==> src/rtl/rlo_writeback_pkg.sv <==
// Shared definitions for the RLO write-back block: opcode and destination
// encodings, FSM state encoding, and the per-bit result rule.
package rlo_wb_pkg;

  typedef enum logic [1:0] {
    OP_ASSIGN = 2'b00,
    OP_SET    = 2'b01,
    OP_RESET  = 2'b10,
    OP_NOP    = 2'b11
  } op_t;

  localparam logic DEST_RAM = 1'b0;
  localparam logic DEST_REG = 1'b1;

  typedef enum logic [1:0] {
    ST_IDLE = 2'b00,
    ST_RD   = 2'b01,
    ST_MOD  = 2'b10,
    ST_WR   = 2'b11
  } state_t;

  // A command touches storage only when it can change a bit:
  // assign always, set/reset only when RLO is 1, nop never.
  function automatic logic op_effective(input op_t op, input logic rlo);
    return (op == OP_ASSIGN) || (((op == OP_SET) || (op == OP_RESET)) && rlo);
  endfunction

  // New value of the addressed bit given its old value.
  function automatic logic op_result(input op_t op, input logic rlo, input logic old_bit);
    logic r;
    case (op)
      OP_ASSIGN: r = rlo;
      OP_SET:    r = rlo ? 1'b1 : old_bit;
      OP_RESET:  r = rlo ? 1'b0 : old_bit;
      default:   r = old_bit;
    endcase
    return r;
  endfunction

endpackage

==> src/rtl/rlo_writeback_if.sv <==
// Command interface of the RLO write-back block.
// Handshake: a command transfers on the rising clock edge where WB_Valid and
// WB_Ready are both high; the master holds all command fields stable while
// WB_Valid is high and not yet accepted. WB_Done is a one-cycle completion
// pulse from the slave and needs no acknowledge.
interface rlo_writeback_if
  import rlo_wb_pkg::*;
#(
  parameter int ADDR_W = 13
);
  logic              WB_Valid;
  logic              WB_Ready;
  op_t               WB_OPCode;
  logic              WB_Dest;
  logic [ADDR_W-1:0] WB_Addr;
  logic              WB_RLO;
  logic              WB_Done;

  modport master (
    output WB_Valid, WB_OPCode, WB_Dest, WB_Addr, WB_RLO,
    input  WB_Ready, WB_Done
  );

  modport slave (
    input  WB_Valid, WB_OPCode, WB_Dest, WB_Addr, WB_RLO,
    output WB_Ready, WB_Done
  );
endinterface

==> src/rtl/rlo_wb_bitmerge.sv <==
// Combinational single-bit merge: returns the word with only bit[idx]
// replaced by the opcode's result. Used for both the RAM byte and the
// register file.
module rlo_wb_bitmerge
  import rlo_wb_pkg::*;
#(
  parameter int W  = 8,
  parameter int IW = $clog2(W)
) (
  input  logic [W-1:0]  i_word,
  input  logic [IW-1:0] i_idx,
  input  op_t           i_op,
  input  logic          i_rlo,
  output logic [W-1:0]  o_word
);

  // Copy the word, then overwrite only the addressed bit.
  always_comb begin
    o_word         = i_word;
    o_word[i_idx]  = op_result(i_op, i_rlo, i_word[i_idx]);
  end

endmodule

==> src/rtl/rlo_writeback.sv <==
// RLO write-back: commits one bit-write command either to byte-wide data RAM
// (read-modify-write, 4-cycle throughput) or to the internal bit register file.
// Optional feature macro: RLO_WB_FWD_EN adds a forwarding port that exposes
// the bit being written while a RAM read-modify-write is in flight.
module rlo_writeback
  import rlo_wb_pkg::*;
#(
  parameter int ADDR_W = 13,
  parameter int DATA_W = 8,
  parameter int REG_N  = 8
) (
  input  logic                CLK,
  input  logic                RST_n,
  rlo_writeback_if.slave      wb,
  output logic [ADDR_W-4:0]   RAM_Addr,
  output logic                RAM_RdEn,
  input  logic [DATA_W-1:0]   RAM_RdData,
  output logic                RAM_WrEn,
  output logic [DATA_W-1:0]   RAM_WrData,
  output logic [REG_N-1:0]    WB_Register,
`ifdef RLO_WB_FWD_EN
  output logic                WB_FwdValid,
  output logic [ADDR_W-1:0]   WB_FwdAddr,
  output logic                WB_FwdBit,
`endif
  output state_t              o_dbg_state
);

  localparam int BYTE_W = ADDR_W - 3;
  localparam int REG_IW = $clog2(REG_N);

  state_t              r_state;
  logic                r_ready;
  logic                r_done;
  logic                r_rd_en;
  logic                r_wr_en;
  logic [BYTE_W-1:0]   r_ram_addr;
  logic [DATA_W-1:0]   r_wr_data;
  logic [REG_N-1:0]    r_reg;
  op_t                 r_op;
  logic                r_rlo;
  logic [2:0]          r_idx;
`ifdef RLO_WB_FWD_EN
  logic                r_fwd_valid;
  logic [ADDR_W-1:0]   r_fwd_addr;
  logic                r_fwd_bit;
`endif

  logic                w_accept;
  logic                w_eff;
  logic                w_ram_cmd;
  logic                w_reg_cmd;
  logic [DATA_W-1:0]   w_ram_merged;
  logic [REG_N-1:0]    w_reg_merged;

  // Ready is only ever high in IDLE, so accept implies IDLE.
  assign w_accept  = wb.WB_Valid & r_ready;
  assign w_eff     = op_effective(wb.WB_OPCode, wb.WB_RLO);
  assign w_ram_cmd = w_eff & (wb.WB_Dest == DEST_RAM);
  assign w_reg_cmd = w_eff & (wb.WB_Dest == DEST_REG);

  // RAM path merges the read byte with the latched command fields.
  rlo_wb_bitmerge #(.W(DATA_W)) u_ram_merge (
    .i_word (RAM_RdData),
    .i_idx  (r_idx),
    .i_op   (r_op),
    .i_rlo  (r_rlo),
    .o_word (w_ram_merged)
  );

  // Register path merges at acceptance using the live command fields.
  rlo_wb_bitmerge #(.W(REG_N)) u_reg_merge (
    .i_word (r_reg),
    .i_idx  (wb.WB_Addr[REG_IW-1:0]),
    .i_op   (wb.WB_OPCode),
    .i_rlo  (wb.WB_RLO),
    .o_word (w_reg_merged)
  );

  // Control FSM with all outputs registered; RAM commands walk RD -> MOD -> WR.
  always_ff @(posedge CLK or negedge RST_n) begin
    if (!RST_n) begin
      r_state    <= ST_IDLE;
      r_ready    <= 1'b1;
      r_done     <= 1'b0;
      r_rd_en    <= 1'b0;
      r_wr_en    <= 1'b0;
      r_ram_addr <= '0;
      r_wr_data  <= '0;
      r_reg      <= '0;
      r_op       <= OP_NOP;
      r_rlo      <= 1'b0;
      r_idx      <= '0;
`ifdef RLO_WB_FWD_EN
      r_fwd_valid <= 1'b0;
      r_fwd_addr  <= '0;
      r_fwd_bit   <= 1'b0;
`endif
    end else begin
      case (r_state)
        ST_IDLE: begin
          r_done <= 1'b0;
          if (w_accept) begin
            if (w_ram_cmd) begin
              r_state    <= ST_RD;
              r_ready    <= 1'b0;
              r_rd_en    <= 1'b1;
              r_ram_addr <= wb.WB_Addr[ADDR_W-1:3];
              r_op       <= wb.WB_OPCode;
              r_rlo      <= wb.WB_RLO;
              r_idx      <= wb.WB_Addr[2:0];
`ifdef RLO_WB_FWD_EN
              r_fwd_valid <= 1'b1;
              r_fwd_addr  <= wb.WB_Addr;
              // Effective set/reset already fix the bit; assign carries RLO.
              r_fwd_bit   <= op_result(wb.WB_OPCode, wb.WB_RLO, 1'b0);
`endif
            end else begin
              // Register writes and no-ops complete in place.
              r_done <= 1'b1;
              if (w_reg_cmd) begin
                r_reg <= w_reg_merged;
              end
            end
          end
        end
        ST_RD: begin
          r_rd_en <= 1'b0;
          r_state <= ST_MOD;
        end
        ST_MOD: begin
          r_wr_data <= w_ram_merged;
          r_wr_en   <= 1'b1;
          r_done    <= 1'b1;
          r_state   <= ST_WR;
        end
        ST_WR: begin
          r_wr_en <= 1'b0;
          r_done  <= 1'b0;
          r_ready <= 1'b1;
          r_state <= ST_IDLE;
`ifdef RLO_WB_FWD_EN
          r_fwd_valid <= 1'b0;
          r_fwd_addr  <= '0;
          r_fwd_bit   <= 1'b0;
`endif
        end
        default: begin
          r_state <= ST_IDLE;
          r_ready <= 1'b1;
          r_done  <= 1'b0;
          r_rd_en <= 1'b0;
          r_wr_en <= 1'b0;
        end
      endcase
    end
  end

  assign wb.WB_Ready = r_ready;
  assign wb.WB_Done  = r_done;
  assign RAM_Addr    = r_ram_addr;
  assign RAM_RdEn    = r_rd_en;
  assign RAM_WrEn    = r_wr_en;
  assign RAM_WrData  = r_wr_data;
  assign WB_Register = r_reg;
  assign o_dbg_state = r_state;
`ifdef RLO_WB_FWD_EN
  assign WB_FwdValid = r_fwd_valid;
  assign WB_FwdAddr  = r_fwd_addr;
  assign WB_FwdBit   = r_fwd_bit;
`endif

endmodule

==> src/flat_wrapper.sv <==
// flat-port wrapper written by rule: the top's interface ports become plain ports
module rlo_writeback_flat import rlo_wb_pkg::*;
#(
  parameter int ADDR_W = 13,
  parameter int DATA_W = 8,
  parameter int REG_N  = 8
)
  (CLK, RST_n, RAM_Addr, RAM_RdEn, RAM_RdData, RAM_WrEn, RAM_WrData, WB_Register, o_dbg_state, wb_WB_Valid, wb_WB_OPCode, wb_WB_Dest, wb_WB_Addr, wb_WB_RLO, wb_WB_Ready, wb_WB_Done);
  rlo_writeback_if #(.ADDR_W(ADDR_W)) wb_i ();
  input  logic CLK;
  input  logic RST_n;
  output logic [ADDR_W-4:0] RAM_Addr;
  output logic RAM_RdEn;
  input  logic [DATA_W-1:0] RAM_RdData;
  output logic RAM_WrEn;
  output logic [DATA_W-1:0] RAM_WrData;
  output logic [REG_N-1:0] WB_Register;
  output state_t o_dbg_state;
  input wire logic [$bits(wb_i.WB_Valid)-1:0] wb_WB_Valid;
  input wire logic [$bits(wb_i.WB_OPCode)-1:0] wb_WB_OPCode;
  input wire logic [$bits(wb_i.WB_Dest)-1:0] wb_WB_Dest;
  input wire logic [$bits(wb_i.WB_Addr)-1:0] wb_WB_Addr;
  input wire logic [$bits(wb_i.WB_RLO)-1:0] wb_WB_RLO;
  output wire logic [$bits(wb_i.WB_Ready)-1:0] wb_WB_Ready;
  output wire logic [$bits(wb_i.WB_Done)-1:0] wb_WB_Done;
  assign wb_i.WB_Valid = wb_WB_Valid;
  assign wb_i.WB_OPCode = wb_WB_OPCode;
  assign wb_i.WB_Dest = wb_WB_Dest;
  assign wb_i.WB_Addr = wb_WB_Addr;
  assign wb_i.WB_RLO = wb_WB_RLO;
  assign wb_WB_Ready = wb_i.WB_Ready;
  assign wb_WB_Done = wb_i.WB_Done;
  rlo_writeback #(.ADDR_W(ADDR_W), .DATA_W(DATA_W), .REG_N(REG_N)) u_core (.CLK(CLK), .RST_n(RST_n), .wb(wb_i), .RAM_Addr(RAM_Addr), .RAM_RdEn(RAM_RdEn), .RAM_RdData(RAM_RdData), .RAM_WrEn(RAM_WrEn), .RAM_WrData(RAM_WrData), .WB_Register(WB_Register), .o_dbg_state(o_dbg_state));
endmodule
==> config.mk <==
export PLATFORM = sky130hd
export DESIGN_NAME = rlo_writeback_flat
export DESIGN_NICKNAME = d
export VERILOG_FILES = /design/src/rtl/rlo_writeback_pkg.sv /design/src/rtl/rlo_writeback_if.sv /design/src/rtl/rlo_wb_bitmerge.sv /design/src/rtl/rlo_writeback.sv /design/src/flat_wrapper.sv
export SDC_FILE = /design/constraint.sdc
export NUM_CORES = 1
export LEC_CHECK = 0
export ABC_AREA = 1
export BUFFER_PORTS_ARGS = -buffer_cell sky130_fd_sc_hd__buf_2
export CORE_MARGIN = 2
export CORE_UTILIZATION = 40
export DETAILED_ROUTE_END_ITERATION = 7
export GPL_TIMING_DRIVEN = 1
export SETUP_SLACK_MARGIN = 0.3
export SLEW_MARGIN = 0
export SYNTH_ARGS = -nofsm -noshare
export SYNTH_HDL_FRONTEND = slang
export SYNTH_SLANG_ARGS = --single-unit
==> constraint.sdc <==
create_clock -name CLK -period 1.6 [get_ports CLK]
set_clock_uncertainty 0.1 [all_clocks]
set_input_delay 0.32 -clock CLK [delete_from_list [all_inputs] [get_ports CLK]]
set_output_delay 0.32 -clock CLK [all_outputs]
set_load 0.01 [all_outputs]
==> results.py, run 1 <==
metrics = {
    "yosys": {
        "synth-simple-area-share_pct": 33.12,
        "synth_top_family_by_area": "simple AND/OR/NAND/NOR gates",
        "yosysWarnings": 0,
        "muxShareOfSynthArea_pct": 0,
        "synth_area_um2": 2195,
        "avgSynthCellArea_um2": 7.620,
        "synth_xor_area_share_pct": 0,
        "ys_seq_elements": 38,
        "synth_compound_area_share_pct": 8.381,
        "syn_nets": 325,
        "synthCells": 288,
        "synth_cell_type_count": 31,
        "synth-adder-area-share_pct": 5.131,
        "ys_seq_area_share_pct": 43.50,
    },
    "worst_setup_path": {
        "slowest_stage": "dfstp_2",
        "start_kind": "flip-flop",
        "endpoint_kind": "flip-flop",
        "path_common_cell": "nand2_4",
        "criticalPathCategory": "reg -> reg",
        "cp_slowest_stage_delay_ns": 0.58,
        "cpLargestDelayFamily": "flip-flops",
        "critPathArrivalTime_ns": 1.60,
        "path_buf_inv": 1,
        "worstPathCellList": "nand2_4 -> buf_6 -> nor2_4 -> nand2_4 -> o21ai_2 -> nand2_1",
        "critPathRequiredTime_ns": 1.69,
        "cp_max_fo": 7,
    },
    "clocking": {
        "clockBufferDepth": 2,
        "h-tree-depth": 2,
        "cts-buffers-inserted": 5,
        "clk_pin_slew_ns": 0.08,
        "clk_latency_ns": 0.29,
        "cts_tree": "yes",
        "cts-root-buf": "clkbuf_8",
        "clock-sinks": 38,
    },
    "final_layout": {
        "drive_gt1_share_pct": 48.70,
        "mostFrequentLayoutCells": "nand2_1, buf_2, dfrtp_1",
        "final-seq-area_um2": 957.2,
        "synthToLayoutAreaGrowth_pct": 49.26,
        "final_common_cell": "nand2_1",
        "final_nets": 422,
        "nFillCells": 487,
        "multiInputGateArea_um2": 1259,
        "antennaDiodeCount": 0,
    },
    "placed_design": {
        "place_congestion": 0.7925,
        "place_ws_ns": -0.1296,
        "port_buffers": 59,
        "hpwl_mm": 3.687,
    },
    "global_route": {
        "grt_util_all_layers_pct": 19.51,
        "grt_start_max_net_pins": 18,
        "grt_antenna_before_repair": 0,
        "grt_pass1_wl_mm": 9.397,
        "grt_pass1_vias": 2027,
        "grt-ovfl-total": 0,
    },
    "sta": {
        "rsz0062_at_grt": "true",
        "tightest_slew_ns": 0.3898,
        "finalCritPeriodShare_pct": 94.22,
        "hold_viol_final": 0,
        "setup_violations": 0,
        "layout_setup_ws_ns": 0.09255,
        "period_minus_slack_ns": 1.507,
        "fmax_ghz": 0.6634,
        "slew_violations": 0,
        "slew_headroom_pct": 74.01,
    },
    "power_and_ir_drop": {
        "p_leak_nw": 1.779,
        "finalPower_mw": 5.394,
        "powerDensity_nw_per_um2": 1647,
        "worst_ir_drop_vdd_uv": 957.5,
    },
    "die": {
        "dieArea_um2": 6095,
        "ios": 60,
        "core_area_um2": 5205,
        "start_util_pct": 42.16,
        "row_count": 26,
        "fp.dieH_um": 78.07,
        "die_w_um": 78.07,
    },
    "detailed_routing": {
        "wl_per_cell_um": 12.61,
        "route.vias.total": 2167,
        "drtIter0Drc": 75,
        "wirelength_mm": 5.750,
        "ant_nets": 0,
        "firstDrtPassIters": 5,
        "routed_via_density": 4.752,
        "drc": 0,
    },
    "hold_path": {
        "hold_class": "in -> reg",
    },
    "job": {
        "cap_violations": 0,
    },
    "outcome": {
        "status": "complete, no violations",
    },
}
cell families after synthesis:
logic type / after synthesis
AOI/OAI and AO/OA: 29
adders and majority gates: 9
buffers and inverters: 42
DFF: 38
and+or+nand+nor: 170
state kept, by name, summed over array words and instances (netlist names), 2 cells and up:
| register | count |
|---|---|
| u_core.RAM_Addr | 10 |
| u_core.RAM_WrData | 8 |
| u_core.WB_Register | 8 |
| u_core.r_idx | 3 |
| u_core.o_dbg_state | 2 |
| u_core.r_op | 2 |
stage by stage:
stage	area, um^2	TNS [ns]	utilization (%)	std cells	hold slack (ns)
3_5_place_dp	2619	-2.116	50.31	417	0.1654
6_report	3276	0	62.93	456	0.1169
4_1_cts	3120	0	59.95	447	0.1108
3_3_place_gp	2619	-1.554	50.31	417	0.1624
2_1_floorplan	2263	0	-	288	-0.07559
5_1_grt	3276	0	62.93	456	0.1094
layer usage:
metal,GRT usage [%],share of wire (%),wire length (um)
met2,32.93,50,2903
met4,5.965,1.0,60
met1,24.89,44,2525
met5,0,0,0
met3,4.598,4.5,261
worst reg2reg max path: stages (launching register included):
cell     delay, ns
dfstp_2       0.58
nand2_4       0.07
buf_6         0.12
nor2_4        0.19
nand2_4       0.13
o21ai_2       0.15
nand2_1       0.06
layout make-up:
class | instances | share of cell area, %
well taps | 70 | 2.674
clock inverters | 3 | 2.101
inverters | 33 | 5.042
repair inverters | 2 | 0.4966
clock buffers | 5 | 2.101
multi-input cells | 209 | 38.43
flip-flops and latches | 38 | 29.22
repair buffers | 96 | 19.94
synthesized netlist by cell type:
library cell | number | area, um^2
nand2_1 | 103 | 386.6
dfrtp_1 | 35 | 875.8
nor2_1 | 30 | 112.6
inv_1 | 29 | 108.9
nand3_1 | 17 | 85.08
o21ai_0 | 13 | 65.06
ha_1 | 9 | 112.6
nand2_2 | 8 | 50.05
buf_6 | 6 | 67.56
o21a_1 | 5 | 37.54
nand4_1 | 4 | 25.02
o21ai_1 | 4 | 20.02
buf_2 | 3 | 15.01
dfstp_2 | 3 | 78.83
inv_2 | 2 | 7.510
nand3_2 | 2 | 20.02
a21o_1 | 1 | 7.510
a21oi_2 | 1 | 8.760
a22oi_1 | 1 | 7.510
a31oi_1 | 1 | 6.260
inv_4 | 1 | 6.260
inv_8 | 1 | 11.26
nand2_4 | 1 | 11.26
nand3b_1 | 1 | 7.510
nor2_2 | 1 | 6.260
nor2_4 | 1 | 11.26
nor3_1 | 1 | 5.000
o211ai_1 | 1 | 7.510
o21ai_4 | 1 | 16.27
o21bai_1 | 1 | 7.510
or2_1 | 1 | 6.260
where the power goes:
group | internal [mW] | total, mW | switching, mW | leakage, nW
combinational | 1.27 | 2.71 | 1.44 | 1.24
clock | 0.625 | 0.998 | 0.373 | 0.0683
sequential | 1.38 | 1.69 | 0.305 | 0.473
repair_timing:
item,in CTS,in global routing
cloned,4,0
hold buffers,1,0
buffers inserted,17,9
hold endpoints to repair,12,0
setup endpoints to repair,38,45
pin swaps,17,10
resized for setup,60,29
worst paths after layout:
| check | from | end | slack (ns) | cells past startpoint |
|---|---|---|---|---|
| setup / recovery | u_core.wb.WB_Ready$_DFFE_PN1P_ | u_core.WB_Register[7]$_DFFE_PN0P_ | 0.09 | 6 |
| hold / removal | wb_WB_Addr[12] | u_core.RAM_Addr[9]$_DFFE_PN0P_ | 0.12 | 3 |
| setup reg to reg | u_core.wb.WB_Ready$_DFFE_PN1P_ | u_core.WB_Register[7]$_DFFE_PN0P_ | 0.09 | 6 |
| hold reg to reg | u_core.r_op[0]$_DFFE_PN1P_ | u_core.r_op[0]$_DFFE_PN1P_ | 0.37 | 2 |
| max in group asynchronous | RST_n | u_core.RAM_Addr[8]$_DFFE_PN0P_ | 0.47 | 3 |
| min in group asynchronous | RST_n | u_core.wb.WB_Done$_DFFE_PN0P_ | 0.38 | 2 |
(Power assumes the default switching activity.)
==> inputs of run 2 (changes only) <==
- HOLD_SLACK_MARGIN: unset -> 0.02
- SETUP_SLACK_MARGIN: 0.3 -> 0.5
==> results.py, run 2 (synthesized netlist as in run 1, its figures left out) <==
metrics = {
    "detailed_routing": {
        "route.vias.total": 2181,
        "wl_met2_mm": 2.861,
        "dr_wl_met3_um": 229,
        "wirelength_mm": 5.762,
        "ant_nets": 0,
        "wl_per_cell_um": 12.44,
        "firstDrtPassIters": 4,
        "routed_via_density": 4.711,
        "drtIter0Drc": 44,
        "drt-met1-wl_mm": 2.599,
        "top_layer": "met4",
        "drc": 0,
    },
    "clocking": {
        "cts-buffers-inserted": 5,
        "clk_pin_slew_ns": 0.09,
        "clock-sinks": 38,
        "h-tree-depth": 2,
        "cts_tree": "yes",
        "clockBufferDepth": 2,
        "clk_latency_ns": 0.29,
        "cts-root-buf": "clkbuf_8",
    },
    "sta": {
        "rsz0062_at_grt": "true",
        "slew_headroom_pct": 70.91,
        "period_minus_slack_ns": 1.523,
        "slew_violations": 0,
        "fmax_ghz": 0.6566,
        "hold_viol_final": 14,
        "worst_hold_slack_ns": -0.1370,
        "tns_ns": 0,
        "finalCritPeriodShare_pct": 95.19,
        "layout_setup_ws_ns": 0.07696,
        "tightest_slew_ns": 0.4364,
        "setup_violations": 0,
    },
    "worst_setup_path": {
        "critPathRequiredTime_ns": 1.69,
        "r2r_end": "u_core.RAM_WrData[7]$_DFFE_PN0P_",
        "critPathArrivalTime_ns": 1.62,
        "criticalPathCategory": "reg -> reg",
        "timing.rr.start": "u_core.r_idx[0]$_DFFE_PN0P_",
        "cp_max_fo": 8,
        "reg2regPathDepth": 9,
        "rrSetupSlack_ns": 0.08,
        "endpoint_kind": "flip-flop",
        "start_kind": "flip-flop",
    },
    "placed_design": {
        "place_ws_ns": -0.1394,
        "port_buffers": 59,
        "hpwl_mm": 3.723,
        "place_congestion": 0.7695,
        "dp.cells": 418,
    },
    "global_route": {
        "grt_antenna_before_repair": 0,
        "grt_start_max_net_pins": 20,
        "grt-ovfl-total": 0,
        "grt_pass1_wl_mm": 8.956,
        "grt_pass1_vias": 1957,
        "grt_util_all_layers_pct": 18.45,
    },
    "outcome": {
        "status": "finished with violations",
        "violations": "hold timing",
    },
    "final_layout": {
        "final_nets": 429,
        "nFillCells": 453,
        "final_common_cell": "nand2_1",
        "antennaDiodeCount": 0,
        "final_cells": 463,
        "synthToLayoutAreaGrowth_pct": 54.10,
        "largest_reg_flops": 10,
        "drive_gt1_share_pct": 50.38,
        "mostFrequentLayoutCells": "nand2_1, buf_2, buf_4, dfrtp_1, nor2_1",
    },
    "die": {
        "start_util_pct": 42.16,
        "die_w_um": 78.07,
        "dieArea_um2": 6095,
        "fp.dieH_um": 78.07,
        "ios": 60,
        "row_count": 26,
        "core_area_um2": 5205,
    },
    "power_and_ir_drop": {
        "worst_ir_drop_vdd_uv": 953.2,
        "p_leak_nw": 1.823,
        "powerDensity_nw_per_um2": 1686,
    },
    "job": {
        "cap_violations": 0,
    },
    "hold_path": {
        "hold_class": "in -> async",
    },
}
## run 2: cell types whose count changed in the layout (fill, tap and decap cells not counted), moves of 2 or more
cell / before / now
nand3_2: 3 / 11
nor2_1: 28 / 25
buf_4: 27 / 33
nand2_2: 32 / 24
buf_6: 10 / 14
inv_2: 4 / 2
buf_2: 56 / 54
nand2_1: 71 / 79
inv_1: 21 / 23
nor2_4: 2 / 4
nand3_1: 16 / 8
## run 2: worst max path at each step
| stage | to | startpoint | depth (start not counted) |
|---|---|---|---|
| floorplan | u_core.RAM_Addr[0]$_DFFE_PN0P_ | wb_WB_OPCode[1] | 10 |
| global placement | u_core.WB_Register[6]$_DFFE_PN0P_ | wb_WB_OPCode[1] | 10 |
| detailed placement | u_core.WB_Register[4]$_DFFE_PN0P_ | wb_WB_OPCode[1] | 10 |
| CTS | u_core.RAM_WrData[4]$_DFFE_PN0P_ | u_core.r_idx[0]$_DFFE_PN0P_ | 8 |
| global route | u_core.RAM_WrData[0]$_DFFE_PN0P_ | u_core.r_idx[0]$_DFFE_PN0P_ | 9 |
| finish | u_core.RAM_WrData[7]$_DFFE_PN0P_ | u_core.r_idx[0]$_DFFE_PN0P_ | 9 |
## run 2: area by class of cell
class / instances / area, um^2 / area share [%]
repair buffers: 103 / 715.7 / 21.16
inverters: 33 / 165.2 / 4.883
multi-input cells: 209 / 1300 / 38.44
repair inverters: 2 / 18.77 / 0.5549
clock buffers: 5 / 68.82 / 2.035
flip-flops and latches: 38 / 957.2 / 28.30
well taps: 70 / 87.58 / 2.590
clock inverters: 3 / 68.82 / 2.035
## run 2: power by group
group	total [mW]	switching (mW)	internal, mW
combinational	3.04	1.57	1.47
sequential	1.66	0.281	1.38
clock	0.998	0.373	0.625
## run 2: worst max-delay path: stages (launching register included)
cell	delay, ns
dfrtp_2	0.50
inv_8	0.11
nand2_2	0.05
nand3b_1	0.09
nand2_2	0.07
o21ai_4	0.17
buf_6	0.15
nand3_1	0.07
nand2_1	0.08
nand2_1	0.04
## run 2: per-stage QoR
stage	utilization (%)	power, mW	cell area, um^2
finish	64.98	5.703	3382
global route	64.98	6.104	3382
CTS	59.13	5.150	3078
detailed placement	50.46	3.611	2626
global placement	50.46	3.577	2626
floorplan	-	3.019	2263
## run 2: repair_timing
| action | 4_1_cts | 5_1_grt |
|---|---|---|
| gates resized for setup | 44 | 55 |
| gates cloned | 3 | 1 |
| buffers inserted | 20 | 13 |
| pin swaps | 15 | 21 |
| endpoints found under the setup margin | 70 | 70 |
| endpoints found under the hold margin | 14 | 14 |
## run 2: routing by layer
metal	track usage, %	vias to the layer above
li1	-	1113
met1	23.63	1010
met2	31.81	50
met3	3.333	8
met4	5.614	0
met5	0	-
